**src/rtl/imem_loader_pkg.sv**
```systemverilog
// Shared types and sizes for the instruction-memory boot loader.
// Optional checksum trailer is enabled by defining IMEM_LOADER_CHECKSUM_EN.
package imem_loader_pkg;

    localparam int BYTE_W     = 8;
    localparam int WORD_BYTES = 4;
    localparam int WORD_W     = BYTE_W * WORD_BYTES;
    localparam int LANE_W     = $clog2(WORD_BYTES);

    typedef enum logic [2:0] {
        ST_IDLE = 3'd0,
        ST_HDR  = 3'd1,
        ST_DATA = 3'd2,
        ST_CSUM = 3'd3,
        ST_DONE = 3'd4
    } state_e;

endpackage

```
**src/rtl/imem_loader_if.sv**
```systemverilog
// Byte stream, RAM write port and load control/status bundle of the boot loader.
// master = the loader itself, slave = host link / RAM / core control side.
interface imem_loader_if;
    import imem_loader_pkg::*;

    logic              start;
    logic [BYTE_W-1:0] in_data;
    logic              in_valid;
    logic              in_ready;
    logic              mem_we;
    logic [31:0]       mem_addr;
    logic [WORD_W-1:0] mem_wdata;
    logic              cpu_hold;
    logic              busy;
    logic              done;
    logic              err;
    logic [31:0]       words_loaded;

    modport master (
        input  start, in_data, in_valid,
        output in_ready, mem_we, mem_addr, mem_wdata,
        output cpu_hold, busy, done, err, words_loaded
    );

    modport slave (
        output start, in_data, in_valid,
        input  in_ready, mem_we, mem_addr, mem_wdata,
        input  cpu_hold, busy, done, err, words_loaded
    );
endinterface

```
**src/rtl/imem_loader_byte_packer.sv**
```systemverilog
// Little-endian 8->32 assembler: the first byte of a word lands in bits [7:0].
// word_o/word_valid_o are combinational on the byte that completes a word.
module byte_packer
    import imem_loader_pkg::*;
(
    input  logic              clk,
    input  logic              reset_n,
    input  logic              clear_i,
    input  logic [BYTE_W-1:0] byte_i,
    input  logic              byte_valid_i,
    output logic [WORD_W-1:0] word_o,
    output logic              word_valid_o
);
    logic [LANE_W-1:0]        lane_q;
    logic [WORD_W-BYTE_W-1:0] low_q;

    always_ff @(posedge clk) begin
        if (!reset_n || clear_i) begin
            lane_q <= '0;
            low_q  <= '0;
        end else if (byte_valid_i) begin
            lane_q <= lane_q + 1'b1;
            for (int i = 0; i < WORD_BYTES - 1; i++) begin
                if (lane_q == LANE_W'(i)) begin
                    low_q[i*BYTE_W +: BYTE_W] <= byte_i;
                end
            end
        end
    end

    // The top byte is never stored: it completes the word in the same cycle.
    assign word_o       = {byte_i, low_q};
    assign word_valid_o = byte_valid_i && (lane_q == LANE_W'(WORD_BYTES - 1));

endmodule

```
**src/rtl/imem_loader.sv**
```systemverilog
// Boot-time instruction RAM writer: header count, N little-endian words, optional
// checksum trailer (IMEM_LOADER_CHECKSUM_EN). Keeps the core held until a clean load.
module imem_loader
    import imem_loader_pkg::*;
#(
    parameter logic [31:0] BASE_ADDR = 32'h0000_0000,
    parameter int unsigned MAX_WORDS = 2097152
) (
    input  logic          clk,
    input  logic          reset_n,
    imem_loader_if.master bus
);
    state_e            state_q;
    logic              in_ready_q, mem_we_q, cpu_hold_q, busy_q, done_q, err_q;
    logic [31:0]       mem_addr_q, words_q, count_q;
    logic [WORD_W-1:0] mem_wdata_q;
`ifdef IMEM_LOADER_CHECKSUM_EN
    logic [WORD_W-1:0] sum_q;
`endif

    logic              accept, start_ok, last_word, word_valid, finish_d, fail_d;
    logic [WORD_W-1:0] word;

    assign accept    = bus.in_valid && in_ready_q;
    assign start_ok  = bus.start && (state_q == ST_IDLE || state_q == ST_DONE);
    assign last_word = (words_q + 32'd1) == count_q;

    byte_packer u_packer (
        .clk          (clk),
        .reset_n      (reset_n),
        .clear_i      (start_ok),
        .byte_i       (bus.in_data),
        .byte_valid_i (accept),
        .word_o       (word),
        .word_valid_o (word_valid)
    );

    always_comb begin
        finish_d = 1'b0;
        fail_d   = 1'b0;
        if (word_valid) begin
            case (state_q)
                ST_HDR: begin
                    if (word == '0) begin
                        finish_d = 1'b1;
                    end else if (word > MAX_WORDS) begin
                        finish_d = 1'b1;
                        fail_d   = 1'b1;
                    end
                end
                ST_DATA: begin
`ifdef IMEM_LOADER_CHECKSUM_EN
                    finish_d = 1'b0;
`else
                    finish_d = last_word;
`endif
                end
                ST_CSUM: begin
`ifdef IMEM_LOADER_CHECKSUM_EN
                    finish_d = 1'b1;
                    fail_d   = (word != sum_q);
`endif
                end
                default: ;
            endcase
        end
    end

    always_ff @(posedge clk) begin
        if (!reset_n) begin
            state_q     <= ST_IDLE;
            in_ready_q  <= 1'b0;
            mem_we_q    <= 1'b0;
            busy_q      <= 1'b0;
            done_q      <= 1'b0;
            err_q       <= 1'b0;
            cpu_hold_q  <= 1'b1;
            mem_addr_q  <= BASE_ADDR;
            mem_wdata_q <= '0;
            words_q     <= '0;
            count_q     <= '0;
`ifdef IMEM_LOADER_CHECKSUM_EN
            sum_q       <= '0;
`endif
        end else begin
            mem_we_q <= 1'b0;
            if (start_ok) begin
                state_q    <= ST_HDR;
                in_ready_q <= 1'b1;
                busy_q     <= 1'b1;
                done_q     <= 1'b0;
                err_q      <= 1'b0;
                cpu_hold_q <= 1'b1;
                words_q    <= '0;
`ifdef IMEM_LOADER_CHECKSUM_EN
                sum_q      <= '0;
`endif
            end else if (finish_d) begin
                state_q    <= ST_DONE;
                in_ready_q <= 1'b0;
                busy_q     <= 1'b0;
                done_q     <= 1'b1;
                err_q      <= fail_d;
                cpu_hold_q <= fail_d;
            end else if (word_valid && state_q == ST_HDR) begin
                state_q <= ST_DATA;
                count_q <= word;
`ifdef IMEM_LOADER_CHECKSUM_EN
            end else if (word_valid && state_q == ST_DATA && last_word) begin
                state_q <= ST_CSUM;
`endif
            end

            // Data words are written independently of the state change so the
            // final word's strobe coincides with entering DONE/CSUM.
            if (word_valid && state_q == ST_DATA) begin
                mem_we_q    <= 1'b1;
                mem_addr_q  <= BASE_ADDR + {words_q[29:0], 2'b00};
                mem_wdata_q <= word;
                words_q     <= words_q + 32'd1;
`ifdef IMEM_LOADER_CHECKSUM_EN
                sum_q       <= sum_q + word;
`endif
            end
        end
    end

    assign bus.in_ready     = in_ready_q;
    assign bus.mem_we       = mem_we_q;
    assign bus.mem_addr     = mem_addr_q;
    assign bus.mem_wdata    = mem_wdata_q;
    assign bus.cpu_hold     = cpu_hold_q;
    assign bus.busy         = busy_q;
    assign bus.done         = done_q;
    assign bus.err          = err_q;
    assign bus.words_loaded = words_q;

endmodule
```
**src/flat_wrapper.sv**
```systemverilog
// flat-port wrapper written by rule: the top's interface ports become plain ports
module imem_loader_flat import imem_loader_pkg::*;
#(
    parameter logic [31:0] BASE_ADDR = 32'h0000_0000,
    parameter int unsigned MAX_WORDS = 2097152
)
  (clk, reset_n, bus_start, bus_in_data, bus_in_valid, bus_in_ready, bus_mem_we, bus_mem_addr, bus_mem_wdata, bus_cpu_hold, bus_busy, bus_done, bus_err, bus_words_loaded);
  imem_loader_if bus_i ();
  input  logic clk;
  input  logic reset_n;
  input wire logic [$bits(bus_i.start)-1:0] bus_start;
  input wire logic [$bits(bus_i.in_data)-1:0] bus_in_data;
  input wire logic [$bits(bus_i.in_valid)-1:0] bus_in_valid;
  output wire logic [$bits(bus_i.in_ready)-1:0] bus_in_ready;
  output wire logic [$bits(bus_i.mem_we)-1:0] bus_mem_we;
  output wire logic [$bits(bus_i.mem_addr)-1:0] bus_mem_addr;
  output wire logic [$bits(bus_i.mem_wdata)-1:0] bus_mem_wdata;
  output wire logic [$bits(bus_i.cpu_hold)-1:0] bus_cpu_hold;
  output wire logic [$bits(bus_i.busy)-1:0] bus_busy;
  output wire logic [$bits(bus_i.done)-1:0] bus_done;
  output wire logic [$bits(bus_i.err)-1:0] bus_err;
  output wire logic [$bits(bus_i.words_loaded)-1:0] bus_words_loaded;
  assign bus_i.start = bus_start;
  assign bus_i.in_data = bus_in_data;
  assign bus_i.in_valid = bus_in_valid;
  assign bus_in_ready = bus_i.in_ready;
  assign bus_mem_we = bus_i.mem_we;
  assign bus_mem_addr = bus_i.mem_addr;
  assign bus_mem_wdata = bus_i.mem_wdata;
  assign bus_cpu_hold = bus_i.cpu_hold;
  assign bus_busy = bus_i.busy;
  assign bus_done = bus_i.done;
  assign bus_err = bus_i.err;
  assign bus_words_loaded = bus_i.words_loaded;
  imem_loader #(.BASE_ADDR(BASE_ADDR), .MAX_WORDS(MAX_WORDS)) u_core (.clk(clk), .reset_n(reset_n), .bus(bus_i));
endmodule
```
**config.mk**
```make
export PLATFORM = sky130hd
export DESIGN_NAME = imem_loader_flat
export DESIGN_NICKNAME = d
export VERILOG_FILES = /design/src/rtl/imem_loader_pkg.sv /design/src/rtl/imem_loader_if.sv /design/src/rtl/imem_loader_byte_packer.sv /design/src/rtl/imem_loader.sv /design/src/flat_wrapper.sv
export SDC_FILE = /design/constraint.sdc
export NUM_CORES = 1
export LEC_CHECK = 0
export CAP_MARGIN = 10
export CORE_MARGIN = 3
export CORE_UTILIZATION = 49
export DETAILED_ROUTE_END_ITERATION = 8
export GPL_TIMING_DRIVEN = 0
export PLACE_DENSITY = 0.74
export SYNTH_ARGS = -nofsm -noshare
export SYNTH_HDL_FRONTEND = slang
export SYNTH_HIERARCHICAL = 1
export SYNTH_SLANG_ARGS = --single-unit
```
**constraint.sdc**
```tcl
create_clock -name clk -period 2.6 [get_ports clk]
set_input_delay 0.52 -clock clk [delete_from_list [all_inputs] [get_ports clk]]
set_output_delay 0.52 -clock clk [all_outputs]
set_load 0.02 [all_outputs]
```
==> results_dict.tcl, run 1 <==
set metrics [dict create \
    synth-edff-count 0 \
    core_area_um2 15430 \
    finalWirelength_um 23790 \
    switching_share_pct 22.81 \
    dominantRegCellSynth "sky130_fd_sc_hd__dfxtp_1" \
    detail_route.iter0.violations 904 \
    postSynthCellCount 922 \
    groute.usage.overall_pct 26.17 \
    maxCapViolations 0 \
    total_leakage_power_nw 3.684 \
    outcome "finished clean" \
    postLayoutSetupSlackWorst_ps 7.229 \
    most-common-layout-cells "172 x sky130_fd_sc_hd__nand2_1, 146 x sky130_fd_sc_hd__dfxtp_1, 110 x sky130_fd_sc_hd__clkdlybuf4s50_1" \
    routed_via_density 5.675 \
    power.switching_mw 1.173 \
    post-route-util_pct 67.10 \
    critical-path-slowest-cell "sky130_fd_sc_hd__dfxtp_2" \
    seqCellArea_um2 3231 \
    port_buffers 111 \
    setup-tns-final_ps 0 \
    timing.critical_path.to_type "register" \
    cts_sinks 160 \
    globalRouteOverflowTotal 0 \
    num_vias 7429 \
    cell_with_the_most_instances_on_the_worst_path "sky130_fd_sc_hd__buf_6" \
    startpoint_type "register" \
    finalNonFillerCells 1309 \
    timing.clock.skew_ps 14.07 \
    clock_network_power_share_pct 47.3 \
    timing.final.max_slew_violations 0 \
    ys_types 69 \
    antenna_found_initial 0 \
    layout_commonest_cell "sky130_fd_sc_hd__nand2_1" \
    critPathArrivalTime_ps 2890 \
    flip_flop_and_latch_count_after_synthesis 160 \
    clock_latency_of_the_later_clocked_register_in_the_worst_skew_pair_ps 440 \
    synth-async-reset-ratio_pct 0 \
    worst_hold_path_type "reg2reg" \
    synth_sequential_area_ratio_pct 40.97 \
    design.die.area_um2 17510 \
    layout_worst_path_cycle_share_pct 99.72 \
    num-fill-cells 1293 \
    amount_of_wire_on_met2_after_detailed_routing_um 11200 \
    cts.clk_slew.worst_paths_ps 60 \
    grt_setup_unrepaired "true" \
    cp_num_cells 11 \
    clock.fmax_mhz 385.7 \
    post-dp-hpwl_um 16240 \
    die_x_um 132.3 \
    cts_hold_repair.buffers 0 \
    peak_supply_drop_uv 480.3 \
    layout_net_count 1104 \
    worst_r2r_path_depth 11 \
    worst_slew_pin_slew_ps 712.8 \
    firstDrtPassIters 8 \
    layout_cell_share_with_drive_strength_beyond_1_pct 18.58 \
    multiInputGateArea_um2 4248 \
    drtAntennaViolNets 0 \
    finalSetupViolCount 0 \
    avgRoutedWirePerCell_um 18.17 \
    tritoncts.num_buffers 17 \
    share_seq_of_total_power_pct 48.0 \
    worst_setup_path_category "reg2reg" \
    tritoncts "done" \
    dr.max_layer_used "met4" \
    htreeDepth 4 \
    critical_path.top_delay_family "simple AND/OR/NAND/NOR gates" \
    rr_startpoint "u_core/bus.words_loaded[2]$_SDFFE_PN0P_" \
    number_of_primary_i_o_pins 114 \
    dp_cells 1245 \
    worst_hold_path_cells 2 \
    setup.worst_path.start "u_core/bus.words_loaded[2]$_SDFFE_PN0P_" \
    fin_area_um2 10350 \
    synth.avg_cell_area_um2 8.479 \
    fin_worst_hold_slack_ps 451.2 \
    post-route-min-period_ps 2593 \
    required_ps 2890 \
    syn2layout_area_growth_pct 32.41 \
    worstPathMaxFanout 6 \
    number_of_design_rule_violations_left_after_detail_routing 0 \
    detailed_place.area_um2 9215 \
    power.density_cell_area_nw_per_um2 496.7 \
    initial_standard_cell_utilization_of_the_core_pct 50.67 \
    netlist_area_um2 7817 \
    timing.critical_path.cells "buf_6 > and4_4 > buf_6 > nand4_1 > nor3b_2 > o21ai_1 > nor4_2 > nand4_1 > nor4_4 > buf_6 > o211ai_1" \
    critical_path.max_stage_delay_ps 330 \
    grt_max_degree 17 \
    timing.slew.headroom_pct 52.48 \
    yosys_warnings 6 \
    path_buf_inv 3 \
    min_from "u_core/bus.mem_addr[23]$_SDFFE_PN0P_" \
    die_h_um 132.3 \
    place.gp.congestion 0.9098 \
    final-hold-violation-count 0 \
    preCtsSetupSlack_ps -1324 \
    internal_power_consumption_mw 3.968 \
    first_global_vias 7014 \
    routed_wire_length_on_met3_um 1954 \
    m1WireLength_um 9881 \
    antennaDiodeCount 0 \
    clk_root_buffer_cell "sky130_fd_sc_hd__clkbuf_16" \
    share_comb_of_total_power_pct 4.7 \
    total_power_mw 5.141 \
    placementRows 45 \
    cts_max_path_buffers 2 \
    grt_pass1_wl_um 36740 \
]
registers in the layout, indices dropped and copies added (netlist names):
| register | count |
|---|---|
| u_core/bus.done | 1 |
| u_core/bus.words_loaded | 32 |
| u_core/u_packer/lane_q | 2 |
| u_core/u_packer/low_q | 24 |
| u_core/state_q | 3 |
| u_core/bus.mem_we | 1 |
| u_core/bus.mem_wdata | 32 |
| u_core/bus.busy | 1 |
| u_core/bus.cpu_hold | 1 |
| u_core/bus.mem_addr | 30 |
| u_core/bus.err | 1 |
| u_core/count_q | 32 |
logic make-up after synthesis:
kind of cell               count (synthesis)  share of synthesized area [%]
muxes                                     27                          3.473
adders and majority gates                  5                         0.8003
xor gates and xnor gates                  46                          5.154
buffers and inverters                    103                          7.538
other                                      1                        0.04797
and+or+nand+nor                          384                          24.89
DFF                                      160                          40.97
AOI/OAI and AO/OA                        196                          17.13
worst register-to-register path, stage by stage, from the launching register on:
cell                       delay, ps
sky130_fd_sc_hd__dfxtp_2         330
sky130_fd_sc_hd__buf_6           120
sky130_fd_sc_hd__and4_4          270
sky130_fd_sc_hd__buf_6           120
sky130_fd_sc_hd__nand4_1         180
sky130_fd_sc_hd__nor3b_2         230
sky130_fd_sc_hd__o21ai_1          90
sky130_fd_sc_hd__nor4_2          300
sky130_fd_sc_hd__nand4_1         220
sky130_fd_sc_hd__nor4_4          320
sky130_fd_sc_hd__buf_6           170
sky130_fd_sc_hd__o211ai_1        100
path summary, 6_finish.rpt:
path         slack (ps)                              endpoint
max                   7      u_core/bus.cpu_hold$_SDFFE_PP1P_
min                 450  u_core/bus.mem_addr[23]$_SDFFE_PN0P_
max reg2reg           7      u_core/bus.cpu_hold$_SDFFE_PP1P_
min reg2reg         450  u_core/bus.mem_addr[23]$_SDFFE_PN0P_
power by group through the flow:
stage	logic (mW)	clock network, mW	registers, mW
after global placement	0.235	0	2.52
after detailed placement	0.236	0	2.52
after floorplan	0.150	0	2.52
after CTS	0.239	2.46	2.47
after global routing	0.258	2.56	2.47
final	0.242	2.43	2.47
final cells by class:
cell class / instances / share of cell area (%)
Clock buffer: 20 / 4.315
Buffer: 92 / 6.020
Timing Repair Buffer: 147 / 13.44
Tap cell: 211 / 2.550
Inverter: 9 / 0.3264
Multi-Input combinational cell: 660 / 41.04
Sequential cell: 160 / 31.21
Clock inverter: 10 / 1.100
routing by layer:
layer,track usage (%),vias up
li1,-,3506
met1,33.50,3492
met2,43.44,368
met3,5.763,63
met4,9.758,0
met5,0,-
cells in the mapped netlist, types with 20 or more instances:
| library cell | number | area share [%] |
|---|---|---|
| sky130_fd_sc_hd__dfxtp_1 | 160 | 41 |
| sky130_fd_sc_hd__nor2_1 | 62 | 3.0 |
| sky130_fd_sc_hd__o21ai_0 | 20 | 1.3 |
| sky130_fd_sc_hd__nand3_1 | 40 | 2.6 |
| sky130_fd_sc_hd__a21oi_2 | 23 | 2.6 |
| sky130_fd_sc_hd__xnor2_1 | 36 | 4.0 |
| sky130_fd_sc_hd__a21bo_1 | 23 | 2.9 |
| sky130_fd_sc_hd__nor3_1 | 20 | 1.3 |
| sky130_fd_sc_hd__nand2_1 | 172 | 8.3 |
| sky130_fd_sc_hd__clkbuf_1 | 45 | 2.2 |
| sky130_fd_sc_hd__a21oi_1 | 84 | 5.4 |
| sky130_fd_sc_hd__mux2i_1 | 26 | 3.3 |
repair_timing:
| action | 4_1_cts | 5_1_grt |
|---|---|---|
| pin swaps | 14 | 15 |
| endpoints found under the setup margin | 129 | 54 |
| setup buffers | 26 | 11 |
| resized for setup | 45 | 45 |
(Power assumes the default switching activity.)
==> run 2, diff against run 1 <==
--- a/config.mk
+++ b/config.mk
@@ -9,7 +9,6 @@
 export CORE_MARGIN = 3
 export CORE_UTILIZATION = 49
 export DETAILED_ROUTE_END_ITERATION = 8
-export GPL_TIMING_DRIVEN = 0
 export PLACE_DENSITY = 0.74
 export SYNTH_ARGS = -nofsm -noshare
 export SYNTH_HDL_FRONTEND = slang
==> run 2 against run 1 <==
Register-to-register slack is essentially flat; die area is the same; first-iteration DRC count shrank 49%; largest cell class unchanged; non-clock buffer count shrank 34; critical endpoint is now u_core/bus.done$_SDFFE_PP0P_; flip-flop and latch count is the same; worst setup slack gained 3.8 ps; global-route usage shrank 2.9 points; routed wire length shrank 14%; hold slack gained 1.5 ps; combinational power shrank 16%; sequential share of layout area grew 0.65 points; fmax grew 0.15%.
==> results_dict.tcl, run 2 (same netlist as run 1, synthesis figures left out) <==
set metrics [dict create \
    outcome "finished clean" \
    cell_with_the_most_instances_on_the_worst_path "sky130_fd_sc_hd__buf_4" \
    clk_root_buffer_cell "sky130_fd_sc_hd__clkbuf_16" \
    timing.critical_path.cells "buf_4 > and4_4 > nand3_4 > or3_1 > buf_4 > o211a_1 > o32a_1 > nand4_2 > nor4_4 > buf_4 > o31a_1" \
    detail_route.iter0.violations 459 \
    critPathArrivalTime_ps 2910 \
    grt_pass1_wl_um 33630 \
    share_seq_of_total_power_pct 46.9 \
    layout_net_count 1070 \
    clock_network_power_share_pct 49.3 \
    clock_latency_of_the_later_clocked_register_in_the_worst_skew_pair_ps 430 \
    core_area_um2 15430 \
    worst_hold_path_cells 2 \
    worst_r2r_path_depth 11 \
    place.gp.congestion 0.9030 \
    groute.usage.overall_pct 23.30 \
    layout_commonest_cell "sky130_fd_sc_hd__nand2_1" \
    finalSetupViolCount 0 \
    antennaDiodeCount 0 \
    post-route-min-period_ps 2589 \
    preCtsSetupSlack_ps -316.7 \
    clock.fmax_mhz 386.3 \
    tritoncts.num_buffers 17 \
    critical-path-slowest-cell "sky130_fd_sc_hd__or3_1" \
    cts_max_path_buffers 2 \
    finalWirelength_um 20480 \
    timing.final.max_slew_violations 0 \
    worstPathMaxFanout 7 \
    total_leakage_power_nw 3.577 \
    num_vias 7000 \
    number_of_design_rule_violations_left_after_detail_routing 0 \
    dp_cells 1242 \
    share_comb_of_total_power_pct 3.8 \
    number_of_primary_i_o_pins 114 \
    timing.critical_path.to_type "register" \
    timing.clock.skew_ps 8.210 \
    worst_setup_path_category "reg2reg" \
    grt_setup_unrepaired "true" \
    htreeDepth 4 \
    postLayoutSetupSlackWorst_ps 11.05 \
    required_ps 2920 \
    power.density_cell_area_nw_per_um2 520.7 \
    multiInputGateArea_um2 4116 \
    post-route-util_pct 65.55 \
    cts.clk_slew.worst_paths_ps 60 \
    port_buffers 111 \
    seqCellArea_um2 3222 \
    antenna_found_initial 0 \
    maxCapViolations 0 \
    placementRows 45 \
    worst_slew_pin_slew_ps 949.3 \
    avgRoutedWirePerCell_um 16.04 \
    post-dp-hpwl_um 14500 \
    die_x_um 132.3 \
    switching_share_pct 22.63 \
    cts_sinks 160 \
    internal_power_consumption_mw 4.074 \
    grt_max_degree 89 \
    most-common-layout-cells "172 x sky130_fd_sc_hd__nand2_1, 149 x sky130_fd_sc_hd__dfxtp_1, 111 x sky130_fd_sc_hd__clkdlybuf4s50_1" \
    power.switching_mw 1.192 \
    peak_supply_drop_uv 433.4 \
    layout_cell_share_with_drive_strength_beyond_1_pct 18.20 \
    worst_hold_path_type "reg2reg" \
    first_global_vias 6636 \
    initial_standard_cell_utilization_of_the_core_pct 50.67 \
    routed_via_density 5.482 \
    drtAntennaViolNets 0 \
    globalRouteOverflowTotal 0 \
    design.die.area_um2 17510 \
    startpoint_type "register" \
    num-fill-cells 1338 \
    tritoncts "done" \
    timing.slew.headroom_pct 36.71 \
    firstDrtPassIters 5 \
    syn2layout_area_growth_pct 29.35 \
    final-hold-violation-count 0 \
    critical_path.max_stage_delay_ps 430 \
    layout_worst_path_cycle_share_pct 99.57 \
    die_h_um 132.3 \
    finalNonFillerCells 1277 \
]
[run 2: cell count changes in the layout (fill, tap and decap cells not counted), moves of 3 or more]
cell,delta
sky130_fd_sc_hd__nor4_1,+3
sky130_fd_sc_hd__inv_6,+3
sky130_fd_sc_hd__clkbuf_4,-3
sky130_fd_sc_hd__clkinvlp_4,+3
sky130_fd_sc_hd__buf_8,-4
sky130_fd_sc_hd__buf_6,-19
sky130_fd_sc_hd__dfxtp_1,+3
sky130_fd_sc_hd__clkbuf_1,-34
sky130_fd_sc_hd__buf_2,-4
sky130_fd_sc_hd__clkbuf_2,-11
sky130_fd_sc_hd__buf_12,+3
sky130_fd_sc_hd__nor4_4,-3
sky130_fd_sc_hd__buf_4,+38
[run 2: worst paths after layout]
| path | startpoint | slack (ps) | to |
|---|---|---|---|
| worst max-delay path | u_core/bus.words_loaded[1]$_SDFFE_PN0P_ | 10 | u_core/bus.done$_SDFFE_PP0P_ |
| worst min-delay path | u_core/bus.mem_addr[3]$_SDFFE_PN0P_ | 450 | u_core/bus.mem_addr[3]$_SDFFE_PN0P_ |
| worst min register to register | u_core/bus.mem_addr[3]$_SDFFE_PN0P_ | 450 | u_core/bus.mem_addr[3]$_SDFFE_PN0P_ |
| worst max register to register | u_core/bus.words_loaded[1]$_SDFFE_PN0P_ | 10 | u_core/bus.done$_SDFFE_PP0P_ |
[run 2: final cells by class]
| class | instances | share of cell area (%) |
|---|---|---|
| timing repair buffer | 205 | 18.37 |
| multi-input combinational | 660 | 40.71 |
| inverter | 9 | 0.3464 |
| tap | 211 | 2.611 |
| clock inverter | 14 | 1.757 |
| clock buffer | 18 | 4.343 |
| sequential | 160 | 31.86 |
[run 2: metal layers]
metal | share of wire (%) | global-route usage, %
met5 | 0 | 0
met4 | 1.6 | 8.083
met3 | 5.1 | 4.618
met2 | 48 | 38.23
met1 | 45 | 30.79
[run 2: power groups by stage]
| stage | sequential [mW] | combinational [mW] | clock, mW |
|---|---|---|---|
| 2_1_floorplan | 2.52 | 0.150 | 0 |
| 3_3_place_gp | 2.52 | 0.198 | 0 |
| 3_5_place_dp | 2.52 | 0.200 | 0 |
| 4_1_cts | 2.47 | 0.202 | 2.64 |
| 5_1_grt | 2.47 | 0.219 | 2.75 |
| 6_report | 2.47 | 0.203 | 2.59 |
[run 2: worst max-delay path, delay by kind of cell, from the launching register on]
family	cells	cell delay (ps)
flops	1	360
buf+inv	3	460
simple gates	5	970
compound gates	3	680
[run 2: what timing repair did]
action	CTS	global route
buffers inserted	0	3
hold buffers	0	0
setup endpoints to repair	2	16
gates resized for setup	3	14
pin swaps	1	6
[run 2: stage by stage]
| stage | TNS (ps) | power (mW) | hold slack [ps] | cell area [µm²] |
|---|---|---|---|---|
| 2_1_floorplan | 0 | 2.672 | 450.1 | 7840 |
| 3_3_place_gp | -1216 | 2.722 | 442.2 | 9404 |
| 3_5_place_dp | -1604 | 2.725 | 446.6 | 9404 |
| 4_1_cts | 0 | 5.309 | 455.4 | 10030 |
| 5_1_grt | -272.1 | 5.439 | 471.4 | 10110 |
| 6_report | 0 | 5.266 | 452.7 | 10110 |
